**config.mk**
```make
export PLATFORM = sky130hd
export DESIGN_NAME = vga_sync_rgb_flat
export DESIGN_NICKNAME = d
export VERILOG_FILES = /design/src/rtl/vga_if.sv /design/src/rtl/vga_sync_rgb.sv /design/src/flat_wrapper.sv
export SDC_FILE = /design/constraint.sdc
export NUM_CORES = 1
export LEC_CHECK = 0
export ABC_AREA = 0
export CAP_MARGIN = 20
export CORE_MARGIN = 2
export CORE_UTILIZATION = 50
export CTS_BUF_LIST = sky130_fd_sc_hd__clkbuf_16
export CTS_CLUSTER_DIAMETER = 120
export DETAILED_ROUTE_END_ITERATION = 12
export PLACE_DENSITY = 0.84
export SETUP_SLACK_MARGIN = 0.3
export SLEW_MARGIN = 10
export SYNTH_ARGS = -nofsm -noshare
export SYNTH_HDL_FRONTEND = slang
export SYNTH_SLANG_ARGS = --single-unit
```
**constraint.sdc**
```tcl
create_clock -name clk -period 4.45 [get_ports clk]
set_clock_uncertainty 0.1 [all_clocks]
set_input_delay 0.89 -clock clk [delete_from_list [all_inputs] [get_ports clk]]
set_output_delay 0.89 -clock clk [all_outputs]
set_load 0.005 [all_outputs]
```
**src/rtl/vga_if.sv**
```systemverilog
// Pixel-side bundle of the VGA timing stage: renderer colour in, timing and blanked colour out.
// The timing stage drives every signal except pixel_rgb, which the renderer returns combinationally.
interface vga_if;
  logic [7:0] pixel_rgb;
  logic       pixel_tick;
  logic [9:0] pixel_x;
  logic [9:0] pixel_y;
  logic       video_on;
  logic       hsync;
  logic       vsync;
  logic [7:0] rgb_out;
  logic       frame_start;

  // pixel_tick is a qualifier strobe, not a handshake: there is no ready/back-pressure.
  // The renderer must hold pixel_rgb valid for the current pixel_x/pixel_y on every
  // clk where pixel_tick is high.
  modport master (
    input  pixel_rgb,
    output pixel_tick, pixel_x, pixel_y, video_on, hsync, vsync, rgb_out, frame_start
  );

  modport slave (
    output pixel_rgb,
    input  pixel_tick, pixel_x, pixel_y, video_on, hsync, vsync, rgb_out, frame_start
  );
endinterface

```
**src/rtl/vga_sync_rgb.sv**
```systemverilog
// VGA pixel-timing stage: clock divider, h/v counters, registered sync and blanked 3-3-2 colour.
// Sync, colour and frame_start are registered, so they lag pixel_x/pixel_y by one pixel.
module vga_sync_rgb #(
  parameter int CLK_DIV  = 2,
  parameter int H_ACTIVE = 640,
  parameter int H_FP     = 16,
  parameter int H_SYNC   = 96,
  parameter int H_BP     = 48,
  parameter int V_ACTIVE = 480,
  parameter int V_FP     = 10,
  parameter int V_SYNC   = 2,
  parameter int V_BP     = 33,
  parameter bit SYNC_POL = 1'b0
) (
  input  logic clk,
  input  logic rst,
  vga_if.master vga
);

  localparam logic [3:0]  DIV_LAST   = 4'(CLK_DIV - 1);
  localparam logic [10:0] H_ACT      = 11'(H_ACTIVE);
  localparam logic [10:0] H_SS       = 11'(H_ACTIVE + H_FP);
  localparam logic [10:0] H_SE       = 11'(H_ACTIVE + H_FP + H_SYNC - 1);
  localparam logic [10:0] H_LAST     = 11'(H_ACTIVE + H_FP + H_SYNC + H_BP - 1);
  localparam logic [10:0] V_ACT      = 11'(V_ACTIVE);
  localparam logic [10:0] V_SS       = 11'(V_ACTIVE + V_FP);
  localparam logic [10:0] V_SE       = 11'(V_ACTIVE + V_FP + V_SYNC - 1);
  localparam logic [10:0] V_LAST     = 11'(V_ACTIVE + V_FP + V_SYNC + V_BP - 1);

  logic [3:0] div_q, div_d;
  logic [9:0] h_q, h_d;
  logic [9:0] v_q, v_d;
  logic       hs_q, hs_d;
  logic       vs_q, vs_d;
  logic [7:0] rgb_q, rgb_d;
  logic       fs_q, fs_d;

  logic        tick;
  logic        active;
  logic        hs_raw;
  logic        vs_raw;
  logic        h_last;
  logic        v_last;
  logic [10:0] hx;
  logic [10:0] vy;

  assign hx     = {1'b0, h_q};
  assign vy     = {1'b0, v_q};
  assign tick   = (div_q == DIV_LAST);
  assign active = (hx < H_ACT) && (vy < V_ACT);
  assign hs_raw = (hx >= H_SS) && (hx <= H_SE);
  assign vs_raw = (vy >= V_SS) && (vy <= V_SE);
  assign h_last = (hx == H_LAST);
  assign v_last = (vy == V_LAST);

  always_comb begin
    div_d = tick ? 4'd0 : div_q + 4'd1;
    h_d   = h_q;
    v_d   = v_q;
    hs_d  = hs_q;
    vs_d  = vs_q;
    rgb_d = rgb_q;
    // frame_start is re-evaluated every clk so it stays a single-clk pulse.
    fs_d  = tick && h_last && v_last;
    if (tick) begin
      if (h_last) begin
        h_d = 10'd0;
        v_d = v_last ? 10'd0 : v_q + 10'd1;
      end else begin
        h_d = h_q + 10'd1;
      end
      // Outputs are loaded from the pre-increment position, giving the one-pixel lag.
      hs_d  = hs_raw ? SYNC_POL : ~SYNC_POL;
      vs_d  = vs_raw ? SYNC_POL : ~SYNC_POL;
      rgb_d = active ? vga.pixel_rgb : 8'h00;
    end
  end

  always_ff @(posedge clk or posedge rst) begin
    if (rst) begin
      div_q <= 4'd0;
      h_q   <= 10'd0;
      v_q   <= 10'd0;
      hs_q  <= ~SYNC_POL;
      vs_q  <= ~SYNC_POL;
      rgb_q <= 8'h00;
      fs_q  <= 1'b0;
    end else begin
      div_q <= div_d;
      h_q   <= h_d;
      v_q   <= v_d;
      hs_q  <= hs_d;
      vs_q  <= vs_d;
      rgb_q <= rgb_d;
      fs_q  <= fs_d;
    end
  end

  assign vga.pixel_tick  = tick;
  assign vga.pixel_x     = h_q;
  assign vga.pixel_y     = v_q;
  assign vga.video_on    = active;
  assign vga.hsync       = hs_q;
  assign vga.vsync       = vs_q;
  assign vga.rgb_out     = rgb_q;
  assign vga.frame_start = fs_q;

endmodule

```
**src/flat_wrapper.sv**
```systemverilog
// flat-port wrapper written by rule: the top's interface ports become plain ports
module vga_sync_rgb_flat 
#(
  parameter int CLK_DIV  = 2,
  parameter int H_ACTIVE = 640,
  parameter int H_FP     = 16,
  parameter int H_SYNC   = 96,
  parameter int H_BP     = 48,
  parameter int V_ACTIVE = 480,
  parameter int V_FP     = 10,
  parameter int V_SYNC   = 2,
  parameter int V_BP     = 33,
  parameter bit SYNC_POL = 1'b0
)
  (clk, rst, vga_pixel_rgb, vga_pixel_tick, vga_pixel_x, vga_pixel_y, vga_video_on, vga_hsync, vga_vsync, vga_rgb_out, vga_frame_start);
  vga_if vga_i ();
  input  logic clk;
  input  logic rst;
  input wire logic [$bits(vga_i.pixel_rgb)-1:0] vga_pixel_rgb;
  output wire logic [$bits(vga_i.pixel_tick)-1:0] vga_pixel_tick;
  output wire logic [$bits(vga_i.pixel_x)-1:0] vga_pixel_x;
  output wire logic [$bits(vga_i.pixel_y)-1:0] vga_pixel_y;
  output wire logic [$bits(vga_i.video_on)-1:0] vga_video_on;
  output wire logic [$bits(vga_i.hsync)-1:0] vga_hsync;
  output wire logic [$bits(vga_i.vsync)-1:0] vga_vsync;
  output wire logic [$bits(vga_i.rgb_out)-1:0] vga_rgb_out;
  output wire logic [$bits(vga_i.frame_start)-1:0] vga_frame_start;
  assign vga_i.pixel_rgb = vga_pixel_rgb;
  assign vga_pixel_tick = vga_i.pixel_tick;
  assign vga_pixel_x = vga_i.pixel_x;
  assign vga_pixel_y = vga_i.pixel_y;
  assign vga_video_on = vga_i.video_on;
  assign vga_hsync = vga_i.hsync;
  assign vga_vsync = vga_i.vsync;
  assign vga_rgb_out = vga_i.rgb_out;
  assign vga_frame_start = vga_i.frame_start;
  vga_sync_rgb #(.CLK_DIV(CLK_DIV), .H_ACTIVE(H_ACTIVE), .H_FP(H_FP), .H_SYNC(H_SYNC), .H_BP(H_BP), .V_ACTIVE(V_ACTIVE), .V_FP(V_FP), .V_SYNC(V_SYNC), .V_BP(V_BP), .SYNC_POL(SYNC_POL)) u_core (.clk(clk), .rst(rst), .vga(vga_i));
endmodule
```
**Word level (Yosys, flattened, before mapping)**

Cells that the tools add are included.
Widths: inputs -> output; s select.

- RAM bits: 0
- Memories: 0
- Input bits: 10
- Memory bits (read-only): 0
- Latch bits: 0
- Register bits after elaboration: 35

- Multiplexer cells: 6
- Reduce and logical (&&, ||, !) cells: 6
- $add $sub $neg: 3
- Shift operators: 0
- Order comparisons: 6
- Bitwise logic cells: 0
- Equality and inequality tests: 3
- Div/mod/pow operators: 0
- $mul: 0

Operators with widths:

| kind | number |
|---|---|
| $add 10x1->10 const B | 2 |
| $eq 10x10->1 const B | 2 |
| $mux 10 | 2 |
| $ge 10x10->1 const B | 1 |
| $ge 10x9->1 const B | 1 |
| $le 10x10->1 const B | 1 |
| $le 10x9->1 const B | 1 |
| $lt 10x10->1 const B | 1 |
| $lt 10x9->1 const B | 1 |
| $mux 8 | 1 |
| $logic_and 1x1->1 | 5 |
| $add 4x1->4 const B | 1 |
| $eq 4x1->1 const B | 1 |
| $mux 4 | 1 |
| $mux 1 | 2 |
| $reduce_and 2->1 | 1 |

**Longest topological paths before layout**

Gate-level depths: netlist of run 1.

- Depth after elaboration: 3
- Gate-level depth with buffers: 6
- Mapped depth without buffers: 6

**Least setup slack after synthesis of run 1**

Ideal clock, no wire load.

- Path type: register -> register
- Start point: register u_core.div_q[1]
- End point: register u_core.v_q[3] (netlist: u_core.vga.pixel_y[3])
- Arrival: 1.953 ns
- Setup time: 0.076 ns
- Cell stages (with the launch flop): 6
- Path buffers: 1
- Slack: 2.321 ns
- Path through: dfrtp_1 or4b_4 or4_4 buf_6 or3_1 o21ai_1

- Longest elaborated chain between the ends: 2

Ends and longest elaborated chain:

| item | RTL line | text |
|---|---|---|
| start: declaration | vga_sync_rgb.sv:30 | `logic [3:0] div_q, div_d;` |
| start signal: assignment | vga_sync_rgb.sv:89 | `div_q <= div_d;` |
| $eq 4x1->1 | vga_sync_rgb.sv:49 | `assign tick = (div_q == DIV_LAST);` |
| $reduce_and 2->1 (no line) | -- |  |
| end signal: assignment | vga_sync_rgb.sv:91 | `v_q <= v_d;` |
| end: declaration | vga_sync_rgb.sv:32 | `logic [9:0] v_q, v_d;` |

Every way passes these cells.
A chain may end at the register's enable or synchronous reset.

**Worst setup path after layout of run 1**

- Start point: register u_core.div_q[1]
- End point: output vga_pixel_tick

- Longest elaborated chain between the ends: 1

Ends and longest elaborated chain:

| item | RTL line | text |
|---|---|---|
| $eq 4x1->1 | vga_sync_rgb.sv:49 |  |
| end: declaration | flat_wrapper.sv:20 | `output wire logic [$bits(vga_i.pixel_tick)-1:0] vga_pixel_tick;` |

Every way passes these cells.

==> results of run 1 <==
-- power groups by stage --
| stage | combinational (W) | sequential (W) | clock, W |
|---|---|---|---|
| after global routing | 0.0000295 | 0.000325 | 0.000338 |
| after detailed placement | 0.0000266 | 0.000330 | 0 |
| after floorplan | 0.00000790 | 0.000330 | 0 |
| final | 0.0000262 | 0.000325 | 0.000318 |
| after global placement | 0.0000262 | 0.000330 | 0 |
| after CTS | 0.0000270 | 0.000325 | 0.000323 |
-- metal layers --
metal | global-route usage [%] | vias up
met5 | 0 | -
met4 | 6.38 | 0
met3 | 6.63 | 5
met2 | 34.9 | 47
met1 | 28.4 | 689
li1 | - | 663
-- state kept, by name, summed over array words and instances, names as in the netlist --
register / flops
u_core.vga.rgb_out: 8
u_core.vga.frame_start: 1
u_core.div_q: 4
u_core.vga.vsync: 1
u_core.vga.pixel_x: 10
u_core.vga.pixel_y: 10
u_core.vga.hsync: 1
-- critical path, cell delays in order (launching register included) --
cell	delay, ns
dfrtp_1	0.42
or4b_4	0.70
clkinv_1	0.19
clkdlybuf4s50_1	0.53
-- synthesized netlist by cell type --
cell type and instances:
nor3_1 4, xor2_1 5, a21oi_1 2, clkbuf_1 4
nor4_1 2, nor3b_1 1, or4b_2 1, dfstp_2 2
nor4_4 1, mux2_2 1, nor2_1 8, nor3_2 1
clkinv_1 1, a22o_1 8, or4_1 1, and2_1 2
or4b_4 1, o21ba_2 1, o31ai_1 1, nand3_1 8
xnor2_1 8, or4_4 1, o22ai_1 2, inv_1 9
nand4_1 7, or2_2 1, ha_1 4, and3_1 5
a31oi_1 2, o21ai_1 1, buf_6 1, nand2_1 13
or3_1 5, nand4bb_1 1, dfrtp_1 33, o21ai_0 10
nor4b_1 1
-- area by class of cell --
cell class              instances  area, um^2  area share [%]
flip-flops and latches         35         878            38.7
multi-input cells             109         731            32.2
repair buffers                 43         428            18.9
clock buffers                   5         125            5.51
well taps                      46        57.6            2.54
inverters                      10        37.5            1.65
clock inverters                 3        12.5           0.551
-- final timing paths --
path | end | start | depth (start not counted) | slack [ns]
setup / recovery | vga_pixel_tick | u_core.div_q[1]$_DFF_PP0_ | 3 | 1.34
hold / removal | u_core.vga.hsync$_DFFE_PP1N_ | u_core.vga.hsync$_DFFE_PP1N_ | 2 | 0.38
setup reg to reg | u_core.vga.pixel_y[3]$_DFFE_PP0P_ | u_core.div_q[1]$_DFF_PP0_ | 4 | 2.12
hold reg to reg | u_core.vga.hsync$_DFFE_PP1N_ | u_core.vga.hsync$_DFFE_PP1N_ | 2 | 0.38
max in group asynchronous | u_core.vga.hsync$_DFFE_PP1N_ | rst | 3 | 2.65
min in group asynchronous | u_core.vga.pixel_y[2]$_DFFE_PP0P_ | rst | 2 | 0.86
-- logic make-up after synthesis --
group                      Yosys count  synth area share [%]
and+or+nand+nor                     64                  22.6
DFF                                 35                  52.5
AOI/OAI and AO/OA                   27                  10.6
buffers and inverters               15                  3.81
xor gates and xnor gates            13                  6.81
adders and majority gates            4                  2.99
muxes                                1                 0.673
-- metrics by stage --
stage / hold slack [ns] / instances / util [%]
after detailed placement: 0.380 / 243 / 64.9
final: 0.383 / 251 / 69.1
after global routing: 0.411 / 251 / 69.1
after global placement: 0.369 / 243 / 64.9
after CTS: 0.387 / 251 / 69.1
after floorplan: 0.356 / 159 / -
-- cell usage in the layout (no fill, tap or decap), drive strengths merged, types with 2 or more instances in the layout --
cell | netlist | layout
a21oi | 2 | 2
a22o | 8 | 8
a31oi | 2 | 2
and2 | 2 | 2
and3 | 5 | 5
clkbuf | 4 | 5
clkdlybuf4s50 | 0 | 42
clkinv | 1 | 2
dfrtp | 33 | 33
dfstp | 2 | 2
ha | 4 | 4
inv | 9 | 11
nand2 | 13 | 13
nand3 | 8 | 8
nand4 | 7 | 7
nor2 | 8 | 8
nor3 | 5 | 5
nor4 | 3 | 3
o21ai | 11 | 11
o22ai | 2 | 2
or3 | 5 | 5
or4 | 2 | 2
or4b | 2 | 2
xnor2 | 8 | 8
xor2 | 5 | 5
==> reports/qor.yml, run 1 <==
outcome:
  status: "finished clean"
route:
  dr.first_iter.drc_count: 89
  wl_per_cell_um: 15.2
  drt_pass1_iterations: 4
  routed_via_density: 5.59
  top_layer: "met4"
  drtAntennaViolNets: 0
  drc: 0
  wl_met2_um: 1910
  route.vias.total: 1404
  route.met3.wl_um: 231
  postRouteWirelength_um: 3800
  wl_met1_um: 1620
global_route:
  grt_pass1_wl_um: 6010
  grt_start_max_net_pins: 23
  grt_usage_pct: 21.7
  grt_overflow_total: 0
  grt_pass1_vias: 1300
  antenna_found_initial: 0
logic_synthesis:
  yosys.area.top_type_share_pct: 49.4
  yosysWarnings: 0
  synth_seq_cells: 35
  avgSynthCellArea_um2: 10.5
  ys_seq_area_share_pct: 52.5
  syn_area_um2: 1670
  synth_top_area_cell: "dfrtp_1"
  syn_inst: 159
  synth.distinct_cells: 37
  synth_nets: 173
  synthTopCellsByArea: "dfrtp_1 (49%), a22o_1 (4.2%), xnor2_1 (4.2%)"
die:
  start_util_pct: 50.9
  die_area_um2: 3820
  io_pins: 43
  core_um2: 3280
  rows: 21
  die_w_um: 61.8
  die_h_um: 61.8
finish:
  antenna_cells: 0
  drive_gt1_share_pct: 8.29
  nNetsFinal: 218
  fillers: 258
  fin_area_um2: 2270
  area.growth.synth_to_final_pct: 35.7
timing:
  post-route-min-period_ns: 3.11
  final-setup-viol-count: 0
  slew_viol_final: 0
  slew_headroom_pct: 62.3
  rsz0062_at_grt: "false"
  layout_setup_ws_ns: 1.34
  tightestPinTransition_ns: 0.562
  hold_viol_final: 0
  tns_ns: 0
  finalCritPeriodShare_pct: 70.0
  clock.fmax_mhz: 321
power_and_ir_drop:
  finalPower_w: 0.000668
  pwr-share-comb_pct: 3.9
  peakVddDrop_v: 0.000191
  switching_share_pct: 19.2
  p_clk_share_pct: 47.5
  p_per_area_nw_per_um2: 295
  seqPwrFrac_pct: 48.6
  power.switching_w: 0.000128
  p_leak_nw: 0.962
  intPower_w: 0.000540
cts:
  cts_resized: 0
  numCtsBuffers: 5
  cts_tree: "yes"
  cts_buffer_depth: 2
  ctsRootBufferMaster: "clkbuf_16"
  post-cts-setup-buffers: 0
  cts_num_sinks: 35
  clk_pin_slew_ns: 0.05
  insertion_delay_ns: 0.27
  hold_buffers: 0
  htreeDepth: 2
placed_design:
  portBuffers: 42
  placed_cell_area_um2: 2130
  hpwlAfterDp_um: 2720
  gp_congestion: 0.778
  dp_slack_ns: 1.64
critical_path:
  arrival_ns: 2.12
  cp.required_ns: 3.46
  cp-end-kind: "output pin"
  criticalPathCategory: "flop to output pin"
  worstSetupStartpointType: "flop"
  worstPathMaxFanout: 21
hold_path:
  hold_path_class: "flop to flop"
job:
  maxCapViolations: 0
No activity file was read; power rests on OpenSTA's default activity.
==> inputs of run 2 (changes only) <==
--- a/config.mk
+++ b/config.mk
@@ -8,11 +8,11 @@
 export ABC_AREA = 0
 export CAP_MARGIN = 20
 export CORE_MARGIN = 2
-export CORE_UTILIZATION = 50
+export CORE_UTILIZATION = 43
 export CTS_BUF_LIST = sky130_fd_sc_hd__clkbuf_16
 export CTS_CLUSTER_DIAMETER = 120
 export DETAILED_ROUTE_END_ITERATION = 12
-export PLACE_DENSITY = 0.84
+export PLACE_DENSITY = 0.77
 export SETUP_SLACK_MARGIN = 0.3
 export SLEW_MARGIN = 10
 export SYNTH_ARGS = -nofsm -noshare
==> constraint.sdc (replaced) <==
create_clock -name clk -period 2.75 [get_ports clk]
set_clock_uncertainty 0.1 [all_clocks]
set_input_delay 0.55 -clock clk [delete_from_list [all_inputs] [get_ports clk]]
set_output_delay 0.55 -clock clk [all_outputs]
set_load 0.005 [all_outputs]
==> run 2 against run 1 <==
Power grew 64%. Sequential share of layout area shrank 0.73 points. Highest routed layer unchanged. Die area grew 15%. First-iteration DRC count grew 7.9%. Core utilization shrank 6.4 points.
==> reports/qor.yml, run 2 (synthesized netlist as in run 1, its figures left out) <==
cts:
  ctsRootBufferMaster: "clkbuf_16"  # unchanged
  numCtsBuffers: 5  # unchanged
  cts_tree: "yes"  # unchanged
  cts_num_sinks: 35  # unchanged
  htreeDepth: 2  # unchanged
  insertion_delay_ns: 0.28  # was 0.27 ns
  clk_pin_slew_ns: 0.06  # was 0.05 ns
  cts_buffer_depth: 2  # unchanged
die:
  io_pins: 43  # unchanged
  start_util_pct: 45.4  # was 50.9%
  rows: 22  # was 21
  die_h_um: 66.4  # was 61.8 um
  core_um2: 3690  # was 3280 um^2
  die_area_um2: 4400  # was 3820 um^2
  die_w_um: 66.4  # was 61.8 um
route:
  wl_per_cell_um: 15.3  # was 15.2 um
  dr.first_iter.drc_count: 96  # was 89
  postRouteWirelength_um: 3930  # was 3800 um
  drtAntennaViolNets: 0  # unchanged
  drc: 0  # unchanged
  drt_pass1_iterations: 4  # unchanged
  route.vias.total: 1432  # was 1,404
  routed_via_density: 5.57  # was 5.59
finish:
  seq_area_um2: 878  # unchanged
  nNetsFinal: 222  # was 218
  final_common_cell: "clkdlybuf4s50_1"  # unchanged
  fillers: 314  # was 258
  drive_gt1_share_pct: 10.5  # was 8.29%
  multi_input_area_um2: 731  # unchanged
  layout_common_cells: "clkdlybuf4s50_1 (41), dfrtp_1 (33), nand2_1 (13), inv_1 (11), o21ai_0 (9)"  # was clkdlybuf4s50_1 (42), dfrtp_1 (33), nand2_1 (13), inv_1 (11), o21ai_0 (10)
  area.growth.synth_to_final_pct: 38.3  # was 35.7%
  antenna_cells: 0  # unchanged
timing:
  rsz0062_at_grt: "false"  # unchanged
  layout_setup_ws_ns: 0.427  # was 1.34 ns
  slew_headroom_pct: 60.5  # was 62.3%
  finalCritPeriodShare_pct: 84.5
  clock.fmax_mhz: 431
  tns_ns: 0  # unchanged
  tightestPinTransition_ns: 0.585  # was 0.562 ns
  slew_viol_final: 0  # unchanged
  fin_hold_ws_ns: 0.389  # was 0.383 ns
  hold_viol_final: 0  # unchanged
  final-setup-viol-count: 0  # unchanged
  post-route-min-period_ns: 2.32
power_and_ir_drop:
  p_leak_nw: 0.984  # was 0.962 nW
  p_per_area_nw_per_um2: 474  # was 295 nW/um^2
  peakVddDrop_v: 0.000394  # was 0.000191 V
placed_design:
  gp_congestion: 0.870  # was 0.778
  portBuffers: 42  # unchanged
  hpwlAfterDp_um: 2710  # was 2720 um
  dp_slack_ns: 0.357  # was 1.64 ns
hold_path:
  hold_path_depth: 2  # unchanged
  hold_end: "u_core.vga.hsync$_DFFE_PP1N_"  # unchanged
  min_from: "u_core.vga.hsync$_DFFE_PP1N_"  # unchanged
  hold_path_class: "flop to flop"  # unchanged
critical_path:
  worstSetupStartpointType: "flop"  # unchanged
  reg2regPathDepth: 5  # was 4
  criticalPathCategory: "flop to flop"  # was flop to output pin
  rr_startpoint: "u_core.div_q[2]$_DFF_PP0_"  # was u_core.div_q[1]$_DFF_PP0_
  worstPathMaxFanout: 20  # was 21
  reg2reg_to: "u_core.vga.pixel_y[3]$_DFFE_PP0P_"  # unchanged
  reg2reg_slack_ns: 0.43  # was 2.12 ns
  cp-end-kind: "flop"  # was output pin
  cp.required_ns: 2.86  # was 3.46 ns
  arrival_ns: 2.43  # was 2.12 ns
global_route:
  grt_usage_pct: 19.9  # was 21.7%
  grt_overflow_total: 0  # unchanged
  grt_pass1_wl_um: 6250  # was 6010 um
  grt_pass1_vias: 1370  # was 1,300
  antenna_found_initial: 0  # unchanged
  grt_start_max_net_pins: 36  # was 23
job:
  maxCapViolations: 0  # unchanged
outcome:
  status: "finished clean"  # unchanged
[run 2: metal layers]
layer	vias to the layer above	part of all wire [%]	routed length (um)	GRT usage, %
met5	-	0	0	0
met4	0	2.6	102	11.5
met3	11	6.3	248	6.47
met2	56	52	2030	33.1
met1	696	39	1540	22.1
li1	669	-	-	-
[run 2: report_power, final]
group          leakage, nW  internal, W  switching [W]
Sequential           0.449     0.000522     0.00000329
Clock               0.0762     0.000327       0.000203
Combinational        0.459    0.0000261      0.0000159
[run 2: worst max path at each step]
stage / end / cells after the start / slack [ns] / startpoint
floorplan: u_core.vga.pixel_y[3]$_DFFE_PP0P_ / 5 / 0.62 / u_core.div_q[1]$_DFF_PP0_
global placement: u_core.vga.pixel_y[3]$_DFFE_PP0P_ / 5 / 0.45 / u_core.div_q[1]$_DFF_PP0_
detailed placement: u_core.vga.pixel_y[3]$_DFFE_PP0P_ / 5 / 0.36 / u_core.div_q[1]$_DFF_PP0_
global route: u_core.vga.pixel_y[3]$_DFFE_PP0P_ / 5 / 0.32 / u_core.div_q[2]$_DFF_PP0_
CTS: vga_pixel_tick / 3 / 0.31 / u_core.div_q[1]$_DFF_PP0_
finish: u_core.vga.pixel_y[3]$_DFFE_PP0P_ / 5 / 0.43 / u_core.div_q[2]$_DFF_PP0_
[run 2: through the flow]
stage                     cells  total power [W]  util, %  cell area [um^2]
after floorplan             159         0.000547        -              1670
after global placement      246         0.000576     58.1              2140
after detailed placement    246         0.000577     58.1              2140
after CTS                   257          0.00112     62.6              2310
after global routing        257          0.00113     62.7              2310
final                       257          0.00110     62.7              2310
[run 2: area by class of cell]
type,count,share of cell area [%]
sequential,35,38.0
multi-input combinational,109,31.6
timing repair buffer,47,20.1
clock buffer,5,5.41
tap,48,2.60
inverter,10,1.84
clock inverter,3,0.541
[run 2: worst max-delay path: stages, from the launching register on]
cell	delay (ns)
dfrtp_1	0.38
or4b_4	0.57
buf_6	0.19
or4_4	0.55
or3_1	0.37
o21ai_1	0.09
[run 2: what timing repair did]
| action | CTS | global route |
|---|---|---|
| resized for setup | 2 | 3 |
| endpoints found under the setup margin | 1 | 3 |
| setup buffers | 3 | 0 |
| gates cloned | 0 | 0 |
| hold buffers | 0 | 0 |
| pin swaps | 0 | 1 |
==> inputs of run 3 (changes only) <==
--- a/config.mk
+++ b/config.mk
@@ -8,11 +8,11 @@
 export ABC_AREA = 0
 export CAP_MARGIN = 20
 export CORE_MARGIN = 2
-export CORE_UTILIZATION = 43
+export CORE_UTILIZATION = 48
 export CTS_BUF_LIST = sky130_fd_sc_hd__clkbuf_16
 export CTS_CLUSTER_DIAMETER = 120
 export DETAILED_ROUTE_END_ITERATION = 12
-export PLACE_DENSITY = 0.77
+export PLACE_DENSITY = 0.81
 export SETUP_SLACK_MARGIN = 0.3
 export SLEW_MARGIN = 10
 export SYNTH_ARGS = -nofsm -noshare
==> constraint.sdc (replaced) <==
create_clock -name clk -period 2.3 [get_ports clk]
set_clock_uncertainty 0.1 [all_clocks]
set_input_delay 0.46 -clock clk [delete_from_list [all_inputs] [get_ports clk]]
set_output_delay 0.46 -clock clk [all_outputs]
set_load 0.005 [all_outputs]
==> run 3 against run 2 <==
Global-route usage grew 4.1 points. Power increased by 18%. Die area down 9.8%. Routed wire length increased by 15%. Cell count grew 6.6%.
==> reports/qor.yml, run 3 (synthesized netlist as in run 1, its figures left out) <==
outcome:
  status: "finished clean"  # unchanged
hold_path:
  hold_path_depth: 2  # unchanged
  min_from: "u_core.vga.vsync$_DFFE_PP1N_"  # was u_core.vga.hsync$_DFFE_PP1N_
  hold_end: "u_core.vga.vsync$_DFFE_PP1N_"  # was u_core.vga.hsync$_DFFE_PP1N_
  hold_path_class: "flop to flop"  # unchanged
die:
  die_w_um: 63.0  # was 66.4 um
  rows: 21  # was 22
  die_h_um: 63.0  # was 66.4 um
  die_area_um2: 3970  # was 4400 um^2
  io_pins: 43  # unchanged
  core_um2: 3340  # was 3690 um^2
  start_util_pct: 50.1  # was 45.4%
cts:
  numCtsBuffers: 5  # unchanged
  cts_num_sinks: 35  # unchanged
  cts_buffer_depth: 2  # unchanged
  htreeDepth: 2  # unchanged
  clk_pin_slew_ns: 0.05  # was 0.06 ns
  cts_tree: "yes"  # unchanged
  insertion_delay_ns: 0.28  # about the same
  ctsRootBufferMaster: "clkbuf_16"  # unchanged
  hold_buffers: 0  # unchanged
finish:
  layout_common_cells: "clkdlybuf4s50_1 (40), dfrtp_1 (30), buf_4 (20), nand2_1 (13), inv_1 (12)"  # was clkdlybuf4s50_1 (41), dfrtp_1 (33), nand2_1 (13), inv_1 (11), o21ai_0 (9)
  antenna_cells: 0  # unchanged
  fillers: 234  # was 314
  fin_area_um2: 2470  # was 2310 um^2
  fin_util_pct: 74.1  # was 62.7%
  nNetsFinal: 241  # was 222
  final_common_cell: "clkdlybuf4s50_1"  # unchanged
  drive_gt1_share_pct: 20.6  # was 10.5%
  seq_area_um2: 882  # was 878 um^2
  multi_input_area_um2: 749  # was 731 um^2
  area.growth.synth_to_final_pct: 47.8  # was 38.3%
global_route:
  grt_usage_pct: 24.0  # was 19.9%
  grt_overflow_total: 0  # unchanged
  antenna_found_initial: 0  # unchanged
  grt_start_max_net_pins: 36  # unchanged
  grt_pass1_wl_um: 7360  # was 6250 um
  grt_pass1_vias: 1563  # was 1,370
power_and_ir_drop:
  pwr-share-comb_pct: 3.9  # was 3.8%
  peakVddDrop_v: 0.000652  # was 0.000394 V
  intPower_w: 0.00104  # was 0.000875 W
  p_clk_share_pct: 47.7  # was 48.3%
  switching_share_pct: 19.7  # was 20.3%
  power.switching_w: 0.000256  # was 0.000223 W
  seqPwrFrac_pct: 48.3  # was 47.8%
  p_per_area_nw_per_um2: 526  # was 474 nW/um^2
  p_leak_nw: 1.08  # was 0.984 nW
  finalPower_w: 0.00130  # was 0.00110 W
timing:
  finalCritPeriodShare_pct: 92.4  # was 84.5%
  hold_viol_final: 0  # unchanged
  clock.fmax_mhz: 470  # was 431 MHz
  slew_viol_final: 0  # unchanged
  tns_ns: 0  # unchanged
  slew_headroom_pct: 65.8  # was 60.5%
  rsz0062_at_grt: "true"  # was false
  tightestPinTransition_ns: 0.506  # was 0.585 ns
  final-setup-viol-count: 0  # unchanged
  post-route-min-period_ns: 2.13  # was 2.32 ns
route:
  postRouteWirelength_um: 4510  # was 3930 um
  dr.first_iter.drc_count: 149  # was 96
  wl_per_cell_um: 16.4  # was 15.3 um
  drc: 0  # unchanged
  drtAntennaViolNets: 0  # unchanged
  drt_pass1_iterations: 4  # unchanged
  routed_via_density: 5.65  # was 5.57
  route.vias.total: 1549  # was 1,432
critical_path:
  arrival_ns: 2.23  # was 2.43 ns
  cp.required_ns: 2.40  # was 2.86 ns
  criticalPathCategory: "flop to flop"  # unchanged
  worstPathMaxFanout: 8  # was 20
  reg2reg_slack_ns: 0.17  # was 0.43 ns
  reg2regPathDepth: 5  # unchanged
  reg2reg_to: "u_core.vga.pixel_y[3]$_DFFE_PP0P_"  # unchanged
  worstSetupStartpointType: "flop"  # unchanged
  cpMaxStageDelayCell: "or4b_4"  # unchanged
  rr_startpoint: "u_core.div_q[2]$_DFF_PP0_"  # unchanged
  cp_cell_sequence: "or4b_4 -> buf_6 -> or4_4 -> or3_1 -> o21ai_1"  # unchanged
  cp-end-kind: "flop"  # unchanged
  cpPeakStageDelay_ns: 0.55  # was 0.57 ns
placed_design:
  hpwlAfterDp_um: 2730  # was 2710 um
  gp_congestion: 0.798  # was 0.870
  portBuffers: 42  # unchanged
  placed_cell_area_um2: 2150  # was 2140 um^2
job:
  maxCapViolations: 0  # unchanged
-- run 3: area by class of cell --
type                            instances  area share, %
Multi-Input combinational cell        109           30.3
Clock buffer                            5           5.06
Inverter                               10           1.52
Timing Repair Buffer                   66           24.6
Clock inverter                          3          0.455
Sequential cell                        35           35.7
Tap cell                               46           2.33
-- run 3: critical path: cells and delay by family, from the launching register on --
kind	cells	cell delay, ns
buf+inv	1	0.14
flops	1	0.38
simple gates	3	1.37
compound gates	1	0.07
-- run 3: how the worst max path moves through the flow --
stage                     slack [ns]                       from                                 to  cells past startpoint
after floorplan                 0.19  u_core.div_q[3]$_DFF_PP0_  u_core.vga.pixel_y[3]$_DFFE_PP0P_                      5
after global placement          0.20  u_core.div_q[3]$_DFF_PP0_  u_core.vga.pixel_y[3]$_DFFE_PP0P_                      4
after detailed placement        0.18  u_core.div_q[3]$_DFF_PP0_  u_core.vga.pixel_y[3]$_DFFE_PP0P_                      4
after CTS                       0.15  u_core.div_q[3]$_DFF_PP0_  u_core.vga.pixel_y[3]$_DFFE_PP0P_                      5
after global routing            0.12  u_core.div_q[2]$_DFF_PP0_  u_core.vga.pixel_y[3]$_DFFE_PP0P_                      5
final                           0.17  u_core.div_q[2]$_DFF_PP0_  u_core.vga.pixel_y[3]$_DFFE_PP0P_                      5
-- run 3: power by group through the flow --
stage	clock (W)	sequential (W)	combinational, W
2_1_floorplan	0	0.000638	0.0000153
3_3_place_gp	0	0.000638	0.0000504
3_5_place_dp	0	0.000638	0.0000521
4_1_cts	0.000627	0.000628	0.0000526
5_1_grt	0.000659	0.000629	0.0000557
6_report	0.000620	0.000628	0.0000513
-- run 3: metrics by stage --
stage	setup slack [ns]	hold slack, ns	std cells
6_report	0.174	0.378	274
5_1_grt	0.121	0.404	274
4_1_cts	0.155	0.382	269
3_5_place_dp	0.178	0.374	246
3_3_place_gp	0.204	0.370	246
2_1_floorplan	0.187	0.356	159
-- run 3: timing repair --
item / 4_1_cts / 5_1_grt
endpoints found under the setup margin: 14 / 18
resized for setup: 10 / 7
setup buffers: 15 / 5
pin swaps: 3 / 1
-- run 3: metal layers --
layer / GRT usage, % / vias up / wire, um
li1: - / 701 / -
met1: 27.7 / 760 / 1750
met2: 40.7 / 74 / 2380
met3: 5.59 / 14 / 259
met4: 13.6 / 0 / 110
met5: 0 / - / 0
==> RTL edit (config.mk and constraints of run 2) <==
`SYNC_POL` is set to 1'b0 in 2 places; all go to 1'b1.
--- a/src/rtl/vga_sync_rgb.sv
+++ b/src/rtl/vga_sync_rgb.sv
@@ -12,3 +12,3 @@
   parameter int V_BP     = 33,
-  parameter bit SYNC_POL = 1'b0
+  parameter bit SYNC_POL = 1'b1
 ) (
--- a/src/flat_wrapper.sv
+++ b/src/flat_wrapper.sv
@@ -12,3 +12,3 @@
   parameter int V_BP     = 33,
-  parameter bit SYNC_POL = 1'b0
+  parameter bit SYNC_POL = 1'b1
 )
Function: changed (a bounded check fails within 4 cycles, from zero or initial values and one cycle with rst high).
==> RTL edit against run 2 <==
Via count is 5.7% lower. Critical path type is now flip-flop to output pin. Power is 1.3% lower. Highest routed layer unchanged. Area after synthesis is 0.75% lower. Final area fell by 0.32%. Synthesized cell count is 0.63% lower. Worst setup slack better by 0.018 ns. Cell count unchanged. Critical endpoint is now vga_video_on. Global-route usage about the same. Sequential cell count stayed put. Routed wire length fell by 0.87%. Sequential power hardly changed.
==> RTL edit: results (changes against run 2) <==
- Hold path start: u_core.div_q[0]
- Flop2flop setup slack: 0.47 ns (+0.04 ns)
- Worst hold path depth: 1 (-1)
- DRT iter0 DRCs: 82 (-15%)
- Post-synthesis sequential area ratio: 52.8% (+0.24 points)
- Post-Syn Nets: 172 (-0.58%)
- Synth Area in Compound Gates: 10.9% (+0.23 points)
- Area of the multi-input gates: 721 um^2 (-1.4%)
- Synth Area in Adders: 3.01% (+0.023 points)
- Hold Slack: 0.394 ns (+0.00442 ns)
- Layout cell share with drive strength beyond 1: 10.0% (-0.48 points)
- Routability congestion estimate: 0.817 (-6.1%)
- Largest net degree at the start of global routing: 36 (unchanged)
- Area contributors post-synth: dfrtp_1, a22o_1, nand2_1
- Critical path destination: vga_video_on
- Post-CTS resize count: 1 (-1)
- Multi-input gates: 108 (-0.92%)
- GRT Util Overall: 19.8% (-0.037 points)
- Cell family contributing the most delay on the critical path: flip-flops
- Hold WC Path Type: flip-flop to flip-flop
- First-pass GRT wire length: 6360 um (+1.8%)
- Critical Path AT: 1.65 ns (-0.78 ns)
- Power Sequential: 525 uW (about the same)
- Rel. slew slack: 70.9% (+10 points)
- Crit path launch: u_core.vga.pixel_y[6]
- Vias in the first global route: 1,348 (-1.6%)
- Xor/xnor share of the synthesized area: 6.78% (-0.024 points)
- Clk pin slew, worst setup/hold paths: 0.05 ns
- Switching Share: 19.3% (-0.99 points)
- Slowest-stage cell, CP: dfrtp_1
- Status: finished, final reports clean
- Peak supply drop: 0.000383 V (-2.6%)
- Leak: 0.000988 uW (+0.35%)
- DP Wirelength: 2680 um (-1.2%)
- Mux contribution to synthesized area: 1.96% (+1.3 points)
- Buffering overhead: 20.3% (+0.23 points)
- Sink of the worst hold path: u_core.div_q[0]
- Logic power comb: 42.4 uW (+1%)
- Filler cell count: 304 (-3.2%)
- Vias per cell: 5.26 (-5.7%)
- CTS Buffer Depth: 2 (unchanged)
- Slowest stage delay, CP: 0.48 ns (-0.09 ns)
- Crit Path Max Fanout: 6 (-70%)
- Storage element area: 877 um^2 (-0.14%)
- Worst skew pair latency: 0.27 ns
- # port buffers: 42 (unchanged)
- R2r worst-path depth: 6 (+1)
- Setup bufs post-CTS: 3 (unchanged)
- Final #Nets: 222 (unchanged)
- Antenna violations before repair: 0 (unchanged)
- Clock buf/inv share: 5.97% (+0.019 points)
- Drt wl/cell: 15.1 um (-0.87%)
- Non-CTS buffers: 48 (+2.1%)
- DRC violations left: 0 (unchanged)
- Seq_cells: 35 (unchanged)
- # clk buffers: 5 (unchanged)
- Worst R2R End: u_core.vga.pixel_y[6]
- Post-synth top cells: dfrtp_1, nand2_1, nand3_1, nor2_1
- Count of different cell masters after synthesis: 39 (+5.4%)
RTL edit: cell types whose count changed in the layout (fill, tap and decap cells not counted), moves of 2 or more:
cell,delta
or3_1,-4
buf_4,+2
dfstp_2,-2
and3_1,-4
o211ai_1,+3
xnor2_1,-2
nand3_1,+3
nor2_1,+3
nand4_1,-2
nand2_1,+4
o21ai_1,-2
RTL edit: metal layers:
metal  track usage (%)  wire length, um  vias up
met1              25.0             1760      661
met5                 0                0        -
met2              32.5             1950       29
met3              5.79              132        6
met4              6.89               51        0
li1                  -                -      655
RTL edit: per-stage QoR:
stage | worst slack [ns] | std cells | utilization, % | cell area, um^2 | total power [uW]
floorplan | 0.653 | 158 | - | 1660 | 547
global placement | 0.497 | 245 | 57.8 | 2130 | 576
detailed placement | 0.461 | 245 | 57.8 | 2130 | 577
CTS | 0.320 | 256 | 62.2 | 2290 | 1090
global route | 0.331 | 257 | 62.5 | 2310 | 1120
finish | 0.445 | 257 | 62.5 | 2310 | 1080
